===== src/rtl/pipe_ctrl_pkg.sv =====
// Shared types and constants for the multi-lane PIPE MAC-side controller.
package pipe_ctrl_pkg;

    typedef enum logic [2:0] {
        ST_IDLE,
        ST_DET_SETUP,
        ST_DET_WAIT,
        ST_DET_END,
        ST_PD_WAIT,
        ST_RATE_WAIT
    } state_e;

    typedef enum logic [3:0] {
        PD_P0  = 4'd0,
        PD_P0S = 4'd1,
        PD_P1  = 4'd2,
        PD_P2  = 4'd3
    } pd_e;

    localparam logic [2:0] RXSTAT_DETECTED = 3'b011;
    localparam logic [2:0] GEN_MIN         = 3'd1;
    localparam logic [2:0] GEN_MAX         = 3'd5;

    // Generations outside 1..5 never trigger a rate change.
    function automatic logic gen_valid(input logic [2:0] gen);
        return (gen >= GEN_MIN) && (gen <= GEN_MAX);
    endfunction

endpackage


===== src/rtl/pipe_lane_detect.sv =====
// Per-lane receiver-detect tracking: seen/present flags and detect strobe gating.
module pipe_lane_detect
    import pipe_ctrl_pkg::*;
(
    input  logic       pclk,
    input  logic       reset,
    input  logic       i_clear,
    input  logic       i_active,
    input  logic       i_strobe_en,
    input  logic       i_phystatus,
    input  logic [2:0] i_rxstatus,
    output logic       o_seen,
    output logic       o_present,
    output logic       o_strobe
);

    logic r_seen;
    logic r_present;
    logic r_strobe;
    logic w_seen_next;
    logic w_present_next;

    // Only the first PhyStatus of a detect round is recorded.
    always_comb begin
        w_seen_next    = r_seen;
        w_present_next = r_present;
        if (i_clear) begin
            w_seen_next    = 1'b0;
            w_present_next = 1'b0;
        end else if (i_active && i_phystatus && !r_seen) begin
            w_seen_next    = 1'b1;
            w_present_next = (i_rxstatus == RXSTAT_DETECTED);
        end
    end

    always_ff @(posedge pclk or posedge reset) begin
        if (reset) begin
            r_seen    <= 1'b0;
            r_present <= 1'b0;
            r_strobe  <= 1'b0;
        end else begin
            r_seen    <= w_seen_next;
            r_present <= w_present_next;
            r_strobe  <= i_strobe_en && !w_seen_next;
        end
    end

    assign o_seen    = r_seen;
    assign o_present = r_present;
    assign o_strobe  = r_strobe;

endmodule


===== src/rtl/pipe_ctrl_multilane.sv =====
// Multi-lane PIPE MAC-side controller: receiver detect, PowerDown and Rate
// changes, each completed by PhyStatus or a bounded timeout.
module pipe_ctrl_multilane
    import pipe_ctrl_pkg::*;
#(
    parameter int unsigned LANES          = 4,
    parameter int unsigned PD_WIDTH       = 4,
    parameter int unsigned TIMEOUT_CYCLES = 1024
) (
    input  logic                  pclk,
    input  logic                  reset,
    input  logic [2:0]            generation,
    input  logic                  detect_req,
    input  logic                  elecidle_req,
    input  logic                  pd_req,
    input  logic [PD_WIDTH-1:0]   pd_target,
    input  logic [LANES-1:0]      PhyStatus,
    input  logic [3*LANES-1:0]    RxStatus,
    output logic [LANES-1:0]      TxDetectRx_Loopback,
    output logic [LANES-1:0]      TxElecIdle,
    output logic [PD_WIDTH-1:0]   PowerDown,
    output logic [2:0]            Rate,
    output logic                  busy,
    output logic                  detect_done,
    output logic [LANES-1:0]      detect_result,
    output logic                  op_done,
    output logic                  timeout_err
);

    localparam int unsigned      CNT_W   = $clog2(TIMEOUT_CYCLES + 1);
    localparam logic [CNT_W-1:0] CNT_MAX = CNT_W'(TIMEOUT_CYCLES);

    state_e               r_state, w_state_next;
    logic [CNT_W-1:0]     r_cnt, w_cnt_next;
    logic [PD_WIDTH-1:0]  r_pd, w_pd_next;
    logic [2:0]           r_rate, w_rate_next;
    logic [2:0]           r_gen_q, w_gen_q_next;
    logic [LANES-1:0]     r_txei, w_txei_next;
    logic [LANES-1:0]     r_result, w_result_next;
    logic                 r_det_done, w_det_done_next;
    logic                 r_op_done, w_op_done_next;
    logic                 r_to_err, w_to_err_next;
    logic                 r_to_flag, w_to_flag_next;
    logic                 r_pd_same, w_pd_same_next;
    logic                 r_busy;

    logic [LANES-1:0]     w_seen;
    logic [LANES-1:0]     w_present;
    logic [LANES-1:0]     w_strobe;
    logic                 w_timeout;
    logic                 w_rate_pending;
    logic                 w_strobe_en;

    assign w_timeout      = (r_cnt == CNT_MAX);
    assign w_rate_pending = gen_valid(generation) && (generation != r_gen_q);
    assign w_strobe_en    = (w_state_next == ST_DET_WAIT);

    for (genvar i = 0; i < LANES; i++) begin : g_lane
        pipe_lane_detect u_lane (
            .pclk        (pclk),
            .reset       (reset),
            .i_clear     (r_state == ST_DET_SETUP),
            .i_active    (r_state == ST_DET_WAIT),
            .i_strobe_en (w_strobe_en),
            .i_phystatus (PhyStatus[i]),
            .i_rxstatus  (RxStatus[3*i +: 3]),
            .o_seen      (w_seen[i]),
            .o_present   (w_present[i]),
            .o_strobe    (w_strobe[i])
        );
    end

    // Next-state and next-output logic; completion wins over a same-cycle timeout.
    always_comb begin
        w_state_next    = r_state;
        w_pd_next       = r_pd;
        w_rate_next     = r_rate;
        w_gen_q_next    = r_gen_q;
        w_result_next   = r_result;
        w_to_flag_next  = r_to_flag;
        w_pd_same_next  = r_pd_same;
        w_det_done_next = 1'b0;
        w_op_done_next  = 1'b0;
        w_to_err_next   = 1'b0;
        unique case (r_state)
            ST_IDLE: begin
                if (detect_req) begin
                    w_state_next = ST_DET_SETUP;
                    w_pd_next    = PD_WIDTH'(PD_P1);
                end else if (pd_req) begin
                    w_state_next   = ST_PD_WAIT;
                    w_pd_next      = pd_target;
                    w_pd_same_next = (pd_target == r_pd);
                end else if (w_rate_pending) begin
                    w_state_next = ST_RATE_WAIT;
                    w_rate_next  = generation - 3'd1;
                    w_gen_q_next = generation;
                end
            end
            ST_DET_SETUP: begin
                w_state_next   = ST_DET_WAIT;
                w_to_flag_next = 1'b0;
            end
            ST_DET_WAIT: begin
                if (&w_seen) begin
                    w_state_next = ST_DET_END;
                end else if (w_timeout) begin
                    w_state_next   = ST_DET_END;
                    w_to_flag_next = 1'b1;
                end
            end
            ST_DET_END: begin
                w_state_next    = ST_IDLE;
                w_result_next   = w_present;
                w_det_done_next = 1'b1;
                w_to_err_next   = r_to_flag;
            end
            ST_PD_WAIT, ST_RATE_WAIT: begin
                if (((r_state == ST_PD_WAIT) && r_pd_same) || (|PhyStatus)) begin
                    w_state_next   = ST_IDLE;
                    w_op_done_next = 1'b1;
                end else if (w_timeout) begin
                    w_state_next   = ST_IDLE;
                    w_op_done_next = 1'b1;
                    w_to_err_next  = 1'b1;
                end
            end
            default: w_state_next = ST_IDLE;
        endcase

        if (w_state_next != r_state) begin
            w_cnt_next = '0;
        end else if (w_timeout) begin
            w_cnt_next = r_cnt;
        end else begin
            w_cnt_next = r_cnt + CNT_W'(1);
        end

        if ((w_state_next == ST_DET_SETUP) || (w_state_next == ST_DET_WAIT) ||
            (w_state_next == ST_DET_END)) begin
            w_txei_next = '1;
        end else begin
            w_txei_next = {LANES{elecidle_req}};
        end
    end

    always_ff @(posedge pclk or posedge reset) begin
        if (reset) begin
            r_state    <= ST_IDLE;
            r_cnt      <= '0;
            r_pd       <= PD_WIDTH'(PD_P1);
            r_rate     <= 3'd0;
            r_gen_q    <= 3'd1;
            r_txei     <= '1;
            r_result   <= '0;
            r_det_done <= 1'b0;
            r_op_done  <= 1'b0;
            r_to_err   <= 1'b0;
            r_to_flag  <= 1'b0;
            r_pd_same  <= 1'b0;
            r_busy     <= 1'b0;
        end else begin
            r_state    <= w_state_next;
            r_cnt      <= w_cnt_next;
            r_pd       <= w_pd_next;
            r_rate     <= w_rate_next;
            r_gen_q    <= w_gen_q_next;
            r_txei     <= w_txei_next;
            r_result   <= w_result_next;
            r_det_done <= w_det_done_next;
            r_op_done  <= w_op_done_next;
            r_to_err   <= w_to_err_next;
            r_to_flag  <= w_to_flag_next;
            r_pd_same  <= w_pd_same_next;
            r_busy     <= (w_state_next != ST_IDLE);
        end
    end

    assign TxDetectRx_Loopback = w_strobe;
    assign TxElecIdle          = r_txei;
    assign PowerDown           = r_pd;
    assign Rate                = r_rate;
    assign busy                = r_busy;
    assign detect_done         = r_det_done;
    assign detect_result       = r_result;
    assign op_done             = r_op_done;
    assign timeout_err         = r_to_err;

endmodule


===== config.mk =====
export PLATFORM = sky130hd
export DESIGN_NAME = pipe_ctrl_multilane
export DESIGN_NICKNAME = d
export VERILOG_FILES = /design/src/rtl/pipe_ctrl_pkg.sv /design/src/rtl/pipe_lane_detect.sv /design/src/rtl/pipe_ctrl_multilane.sv
export SDC_FILE = /design/constraint.sdc
export NUM_CORES = 1
export LEC_CHECK = 0
export BUFFER_PORTS_ARGS = -buffer_cell sky130_fd_sc_hd__buf_2
export CAP_MARGIN = 10
export CORE_UTILIZATION = 40
export CTS_BUF_LIST = sky130_fd_sc_hd__clkbuf_8
export DETAILED_ROUTE_END_ITERATION = 8
export GPL_ROUTABILITY_DRIVEN = 0
export GPL_TIMING_DRIVEN = 0
export HOLD_SLACK_MARGIN = 0.12
export PLACE_DENSITY_LB_ADDON = 0.08
export SLEW_MARGIN = 10
export SYNTH_ARGS = -nofsm -noshare
export SYNTH_HDL_FRONTEND = slang
export SYNTH_HIERARCHICAL = 1
export SYNTH_SLANG_ARGS = --single-unit

===== constraint.sdc =====
create_clock -name pclk -period 3.05 [get_ports pclk]
set_input_delay 0.305 -clock pclk [delete_from_list [all_inputs] [get_ports pclk]]
set_output_delay 0.305 -clock pclk [all_outputs]
set_load 0.005 [all_outputs]

==> results.py, run 1 <==
metrics = {
    "synthesis": {
        "count_of_mapped_cells_out_of_synthesis": 230,
        "mappedNetlistArea_sq_um": 2385,
        "synth.distinct_cells": 44,
        "yosysSeqAreaShare": 0.4948,
        "mappedNetlistNets": 262,
        "ys_ff_latch": 47,
        "synth_warnings": 6,
        "syn_area_per_cell_sq_um": 10.37,
    },
    "clock_tree": {
        "post_cts.resized_instances": 0,
        "worstSkewPairLatency_ns": 0.30,
        "tritoncts.num_buffers": 5,
        "post-cts-setup-buffers": 0,
        "cts.sink_count": 47,
        "cts.htree.levels": 2,
        "cts_root_buffer": "clkbuf_8",
        "tritoncts_clock_tree": "yes",
        "cts_max_path_buffers": 2,
        "clk_pin_slew_worst_paths_ns": 0.09,
    },
    "timing": {
        "setup_ws_ns": 0.4787,
        "period_needed_ns": 2.571,
        "period_share": 0.8431,
        "finalClockSkew_ns": 0.006943,
        "finalSetupViolCount": 0,
        "clock.fmax_mhz": 388.9,
        "grt_setup_unrepaired": "no",
        "finalHoldViolations": 0,
        "worst_slew_pin_slew_ns": 0.7450,
        "totalNegativeSetupSlack_ns": 0,
        "worst_slew_margin_rel": 0.4963,
        "final_max_slew_viol_count": 0,
    },
    "global_routing": {
        "aggregate_global_routing_overflow": 0,
        "vias_in_the_first_global_route": 1663,
        "grt_most_used_layer": "met2",
        "antenna_found_initial": 0,
        "global_route_usage_sum": 0.1654,
        "use_met1": 0.2327,
        "grt_pass1_wl_um": 7872,
        "grt_util_met3": 0.03793,
        "grtUsageMet2": 0.2474,
        "grt_max_degree": 36,
    },
    "placed_design": {
        "place.port_buffers": 49,
        "dp_hpwl_um": 3505,
        "dpl_worst_slack_ns": 0.4796,
    },
    "detailed_routing": {
        "drtIter0Drc": 75,
        "drtAntennaViolNets": 0,
        "vias": 1795,
        "first_pass_iters": 4,
        "detail_route.wirelength_um": 4743,
        "post_drt_wl_per_cell_um": 13.14,
        "route.detailed.vias_per_inst": 4.972,
        "remaining_drc_errors": 0,
    },
    "die": {
        "die-area_sq_um": 6275,
        "die-width_um": 79.22,
        "initial_utilization": 0.4227,
        "core_area_sq_um": 5642,
        "num_io_pins": 51,
        "rows": 27,
        "die_h_um": 79.22,
    },
    "layout": {
        "drive_gt1_frac": 0.2837,
        "antenna_cells_inserted": 0,
        "final_nets": 320,
        "area_delta_synth_final_pct": 18.57,
        "n_fill_cell": 540,
    },
    "power": {
        "power_density_nw_per_um2": 805.4,
        "leakagePower_nw": 1.367,
        "peakVddDrop_v": 0.0003337,
    },
    "critical_path": {
        "critical-path-top-delay-family": "simple AND/OR/NAND/NOR gates",
        "crit_type": "flip-flop to flip-flop",
        "worstPathCellList": "inv_1 > ha_1 > or4b_1 > nor4b_1 > o21ai_0 > a21oi_1 > buf_4 > nor3_1",
        "worstPathArrival_ns": 2.76,
        "critical_path.slowest_cell": "nor4b_1",
        "worstSetupStartpointType": "flip-flop",
        "timing.critical_path.to_type": "flip-flop",
        "critical_path_buf_inv_count": 2,
        "timing.critical_path.slowest_cell_delay_ns": 0.65,
        "cp_data_required_time_ns": 3.24,
        "crit_fanout": 10,
    },
    "min_path": {
        "hold_path_class": "input pin to flip-flop",
    },
    "job": {
        "cap_viol_max_count": 0,
    },
    "status": {
        "status": "complete, no violations",
    },
}
metal layers:
metal | vias up | part of all wire
li1 | 906 | -
met1 | 840 | 0.52
met2 | 42 | 0.43
met3 | 7 | 0.039
met4 | 0 | 0.014
met5 | - | 0
worst min-delay path: cells and delay by family:
kind | cells | cell delay (ns)
buffers and inverters | 2 | 0.15
AOI/OAI and AO/OA | 1 | 0.07
flip-flops by register name (all words and copies together) (netlist names):
signal / flops
r_state: 3
op_done: 1
timeout_err: 1
r_cnt: 11
Rate: 3
detect_result: 4
g_lane.u_lane/o_strobe: 4
r_pd_same: 1
detect_done: 1
PowerDown: 4
TxElecIdle: 1
g_lane.u_lane/o_present: 4
busy: 1
r_gen_q: 3
r_to_flag: 1
g_lane.u_lane/o_seen: 4
power by group:
part           leakage (nW)  internal (mW)  switching (mW)
combinational         0.709          0.453           0.498
sequential            0.613          0.840           0.121
clock                0.0453          0.157           0.208
total                  1.37           1.45           0.827
repair_timing:
item                                   CTS  global route
hold buffers                             1             0
endpoints found under the hold margin   12             0
setup endpoints to repair                0             0
path summary, 6_finish.rpt:
kind                                                   start                                     end  slack, ns  cells past startpoint
worst max-delay path                    r_cnt[0]$_DFFE_PP0P_                    r_cnt[8]$_DFFE_PP0P_       0.48                      8
worst min-delay path                            pd_target[1]                PowerDown[1]$_DFFE_PP1P_       0.23                      3
worst max register to register          r_cnt[0]$_DFFE_PP0P_                    r_cnt[8]$_DFFE_PP0P_       0.48                      8
worst min register to register  detect_result[0]$_DFFE_PP0P_            detect_result[0]$_DFFE_PP0P_       0.48                      2
max in group asynchronous                              reset                    r_cnt[5]$_DFFE_PP0P_       1.86                      3
min in group asynchronous                              reset  g_lane[3].u_lane/o_present$_DFFE_PP0P_       0.45                      3
final cells by class:
class | instances | area [sq um] | share of cell area
plain buffers | 10 | 72.57 | 0.02566
clock buffers | 5 | 68.82 | 0.02434
clock inverters | 3 | 16.27 | 0.005752
inverters | 17 | 63.81 | 0.02257
multi-input cells | 156 | 1074 | 0.3796
flip-flops and latches | 47 | 1180 | 0.4173
well taps | 72 | 90.09 | 0.03186
repair buffers | 51 | 262.8 | 0.09292
logic make-up after synthesis:
kind of cell               count (synthesis)  synth area share
and+or+nand+nor                           91            0.2125
muxes                                     11           0.04932
xor gates and xnor gates                  20           0.07345
AOI/OAI and AO/OA                         30           0.09182
adders and majority gates                  4           0.02099
DFF                                       47            0.4948
buffers and inverters                     27           0.05719
Yosys cell counts, drive strengths merged:
master / number / area, sq um
o31a: 1 / 8.760
or3: 2 / 12.51
nor3: 15 / 75.07
xor2: 9 / 78.83
nand3b: 5 / 37.54
xnor2: 11 / 96.34
or4: 2 / 15.01
nand3: 5 / 25.02
a2bb2oi: 1 / 8.760
a22oi: 1 / 7.510
nand2b: 6 / 37.54
or4b: 2 / 23.77
nand2: 20 / 75.07
o21a: 4 / 30.03
nor2b: 3 / 18.77
o211ai: 2 / 15.01
a21oi: 8 / 40.04
dfstp: 3 / 78.83
nor4b: 1 / 8.760
mux2i: 5 / 50.05
nor3b: 1 / 7.510
o22ai: 2 / 12.51
dfrtp: 44 / 1101
a21bo: 1 / 16.27
nand4bb: 4 / 45.04
nor2: 16 / 60.06
inv: 17 / 63.81
a31oi: 2 / 27.53
and3: 2 / 15.01
clkbuf: 2 / 7.510
nor4: 3 / 25.02
ha: 4 / 50.05
and2: 1 / 6.260
a221o: 1 / 10.01
o21ai: 5 / 25.02
a22o: 2 / 17.52
mux2: 6 / 67.56
nand4: 3 / 18.77
buf: 8 / 65.06
layout by cell type (no fill, tap or decap), types with 3 or more instances in the layout:
cell | netlist | final
nand2b_1 | 6 | 6
inv_1 | 17 | 17
buf_4 | 5 | 6
clkbuf_8 | 0 | 5
nand3_1 | 5 | 5
o21ai_0 | 5 | 5
nand3b_1 | 5 | 5
nand2_1 | 20 | 20
mux2i_1 | 5 | 5
nor3_1 | 15 | 15
dfrtp_1 | 44 | 44
nor2_1 | 16 | 16
dfstp_2 | 3 | 3
nor2b_1 | 3 | 3
xor2_1 | 9 | 9
nand4bb_1 | 4 | 4
nand4_1 | 3 | 3
mux2_2 | 6 | 6
a21oi_1 | 8 | 8
ha_1 | 4 | 4
xnor2_1 | 11 | 11
buf_2 | 1 | 50
o21a_1 | 4 | 4
per-stage QoR:
step                  util  cells  power [mW]  area (sq um)  hold slack (ns)
global placement    0.4821    351       1.903          2720           0.2240
detailed placement  0.4844    352       1.929          2733           0.2276
CTS                 0.5012    361       2.305          2828           0.2152
global route        0.5012    361       2.456          2828           0.2440
finish              0.5012    361       2.278          2828           0.2266
floorplan                -    230       1.618          2385          0.05864
(Power assumes the default switching activity.)
==> run 2: changes to the inputs <==
- clock period: 3.05 -> 2.1 ns (I/O delays scaled with it)
==> results.py, run 2 (same netlist as run 1, synthesis figures left out) <==
metrics = {
    "clock_tree": {
        "tritoncts.num_buffers": 5,
        "cts.sink_count": 47,
        "clk_pin_slew_worst_paths_ns": 0.09,
        "cts_root_buffer": "clkbuf_8",
        "cts_max_path_buffers": 2,
        "tritoncts_clock_tree": "yes",
        "cts.htree.levels": 2,
        "worstSkewPairLatency_ns": 0.30,
    },
    "placed_design": {
        "place.port_buffers": 49,
        "dp_hpwl_um": 3518,
        "dp_cells": 352,
    },
    "die": {
        "die_h_um": 79.22,
        "die-width_um": 79.22,
        "initial_utilization": 0.4227,
        "num_io_pins": 51,
        "core_area_sq_um": 5642,
        "die-area_sq_um": 6275,
        "rows": 27,
    },
    "timing": {
        "worst_slew_pin_slew_ns": 0.7549,
        "clock.fmax_mhz": 421.7,
        "final_max_slew_viol_count": 0,
        "finalClockSkew_ns": 0.009972,
        "grt_setup_unrepaired": "yes",
        "finalSetupViolCount": 18,
        "period_share": 1.129,
        "period_needed_ns": 2.371,
        "worst_slew_margin_rel": 0.4960,
        "finalHoldViolations": 0,
        "setup_ws_ns": -0.2714,
    },
    "layout": {
        "fin_util": 0.5405,
        "final_nets": 333,
        "finish.cell_count_without_fillers": 374,
        "antenna_cells_inserted": 0,
        "area_delta_synth_final_pct": 27.86,
        "largest_reg_flops": 11,
        "largest_register": "r_cnt",
        "drive_gt1_frac": 0.3775,
        "layout.cells.most_common_list": "buf_2 (51), dfrtp_1 (44), nand2_1 (20)",
        "mostFrequentLayoutCell": "buf_2",
    },
    "critical_path": {
        "crit_fanout": 5,
        "critical_path.slowest_cell": "or4b_4",
        "r2r_start": "r_cnt[0]$_DFFE_PP0P_",
        "cell_with_the_most_instances_on_the_worst_path": "or4b_4",
        "critical-path-top-delay-family": "simple AND/OR/NAND/NOR gates",
        "worstPathCellList": "inv_2 > ha_4 > or4b_4 > or4b_4 > a21bo_4 > a31oi_4 > buf_6 > nor3_1",
        "timing.critical_path.slowest_cell_delay_ns": 0.55,
        "r2r_cells": 8,
        "crit_type": "flip-flop to flip-flop",
        "r2r-end": "r_cnt[9]$_DFFE_PP0P_",
        "critical_path_buf_inv_count": 2,
        "worstPathArrival_ns": 2.57,
        "timing.critical_path.to_type": "flip-flop",
        "cp_data_required_time_ns": 2.29,
        "reg2reg_slack_ns": -0.27,
        "worstSetupStartpointType": "flip-flop",
    },
    "detailed_routing": {
        "post_drt_wl_per_cell_um": 13.57,
        "first_pass_iters": 4,
        "remaining_drc_errors": 0,
        "route.detailed.vias_per_inst": 4.952,
        "detail_route.wirelength_um": 5077,
        "drtAntennaViolNets": 0,
        "drtIter0Drc": 61,
        "vias": 1852,
    },
    "min_path": {
        "hold_path_class": "input pin to flip-flop",
        "timing.hold.worst_path_depth": 2,
        "hold_path_startpoint": "pd_target[0]",
        "worstHoldEndpoint": "PowerDown[0]$_DFFE_PP0P_",
    },
    "power": {
        "leakagePower_nw": 1.445,
        "peakVddDrop_v": 0.0004977,
        "power_density_nw_per_um2": 1170,
    },
    "status": {
        "violations_in_the_final_reports": "negative setup slack",
        "status": "finished, violations left",
    },
    "global_routing": {
        "grt_pass1_wl_um": 8266,
        "antenna_found_initial": 0,
        "vias_in_the_first_global_route": 1724,
        "use_met1": 0.2365,
        "grt_most_used_layer": "met2",
        "grtUsageMet2": 0.2664,
        "grt_util_met3": 0.03793,
        "grt_max_degree": 36,
        "global_route_usage_sum": 0.1728,
        "aggregate_global_routing_overflow": 0,
    },
    "job": {
        "cap_viol_max_count": 0,
    },
}
==> run 2: changes by cell type in the layout (fill, tap and decap cells not counted), moves of 2 or more <==
cell,change
inv_1,-2
buf_6,+2
nor3_2,+9
a21oi_2,+3
inv_2,+2
buf_4,+9
nor3_1,-9
a21oi_1,-3
==> run 2: layer usage <==
metal / up-vias / part of all wire
li1: 933 / -
met1: 873 / 0.49
met2: 38 / 0.45
met3: 8 / 0.035
met4: 0 / 0.016
met5: - / 0
==> run 2: metrics by stage <==
stage	power (mW)	hold WS (ns)	area (sq um)	worst slack, ns	setup TNS, ns
3_3_place_gp	2.766	0.1287	2720	-0.4415	-9.508
3_5_place_dp	2.801	0.1351	2733	-0.4511	-6.996
5_1_grt	3.839	0.1660	3049	-0.3314	-5.655
4_1_cts	3.467	0.1395	2929	-0.3294	-5.502
2_1_floorplan	2.352	-0.03636	2385	-0.2177	-3.134
6_report	3.566	0.1509	3049	-0.2714	-4.359
==> run 2: worst max-delay path by stage <==
stage / from / endpoint / slack, ns / cells after the start
floorplan: r_cnt[0]$_DFFE_PP0P_ / r_cnt[9]$_DFFE_PP0P_ / -0.22 / 9
global placement: r_cnt[0]$_DFFE_PP0P_ / r_cnt[0]$_DFFE_PP0P_ / -0.44 / 8
detailed placement: r_cnt[1]$_DFFE_PP0P_ / r_cnt[3]$_DFFE_PP0P_ / -0.45 / 8
CTS: r_cnt[0]$_DFFE_PP0P_ / r_cnt[5]$_DFFE_PP0P_ / -0.33 / 8
global route: r_cnt[0]$_DFFE_PP0P_ / r_cnt[5]$_DFFE_PP0P_ / -0.33 / 8
finish: r_cnt[0]$_DFFE_PP0P_ / r_cnt[9]$_DFFE_PP0P_ / -0.27 / 8
==> run 2: layout make-up <==
class / instances / area (sq um)
multi-input cells: 156 / 1190
fillers: 547 / 2592
plain buffers: 9 / 61.31
repair buffers: 65 / 379.1
well taps: 72 / 90.09
flip-flops and latches: 47 / 1180
inverters: 17 / 63.81
clock inverters: 3 / 16.27
clock buffers: 5 / 68.82
==> run 2: power by group <==
group / internal [mW] / switching (mW) / total, mW
Combinational: 0.803 / 0.840 / 1.64
Sequential: 1.22 / 0.169 / 1.39
Clock: 0.228 / 0.306 / 0.534
Total: 2.25 / 1.31 / 3.57
==> run 2: repair_timing <==
action                                 in CTS  in global routing
resized for setup                          11                 19
cloned                                      1                  1
hold buffers                                2                  0
setup endpoints to repair                  23                 20
setup buffers                               6                  5
pin swaps                                   5                  8
endpoints found under the hold margin      37                  0
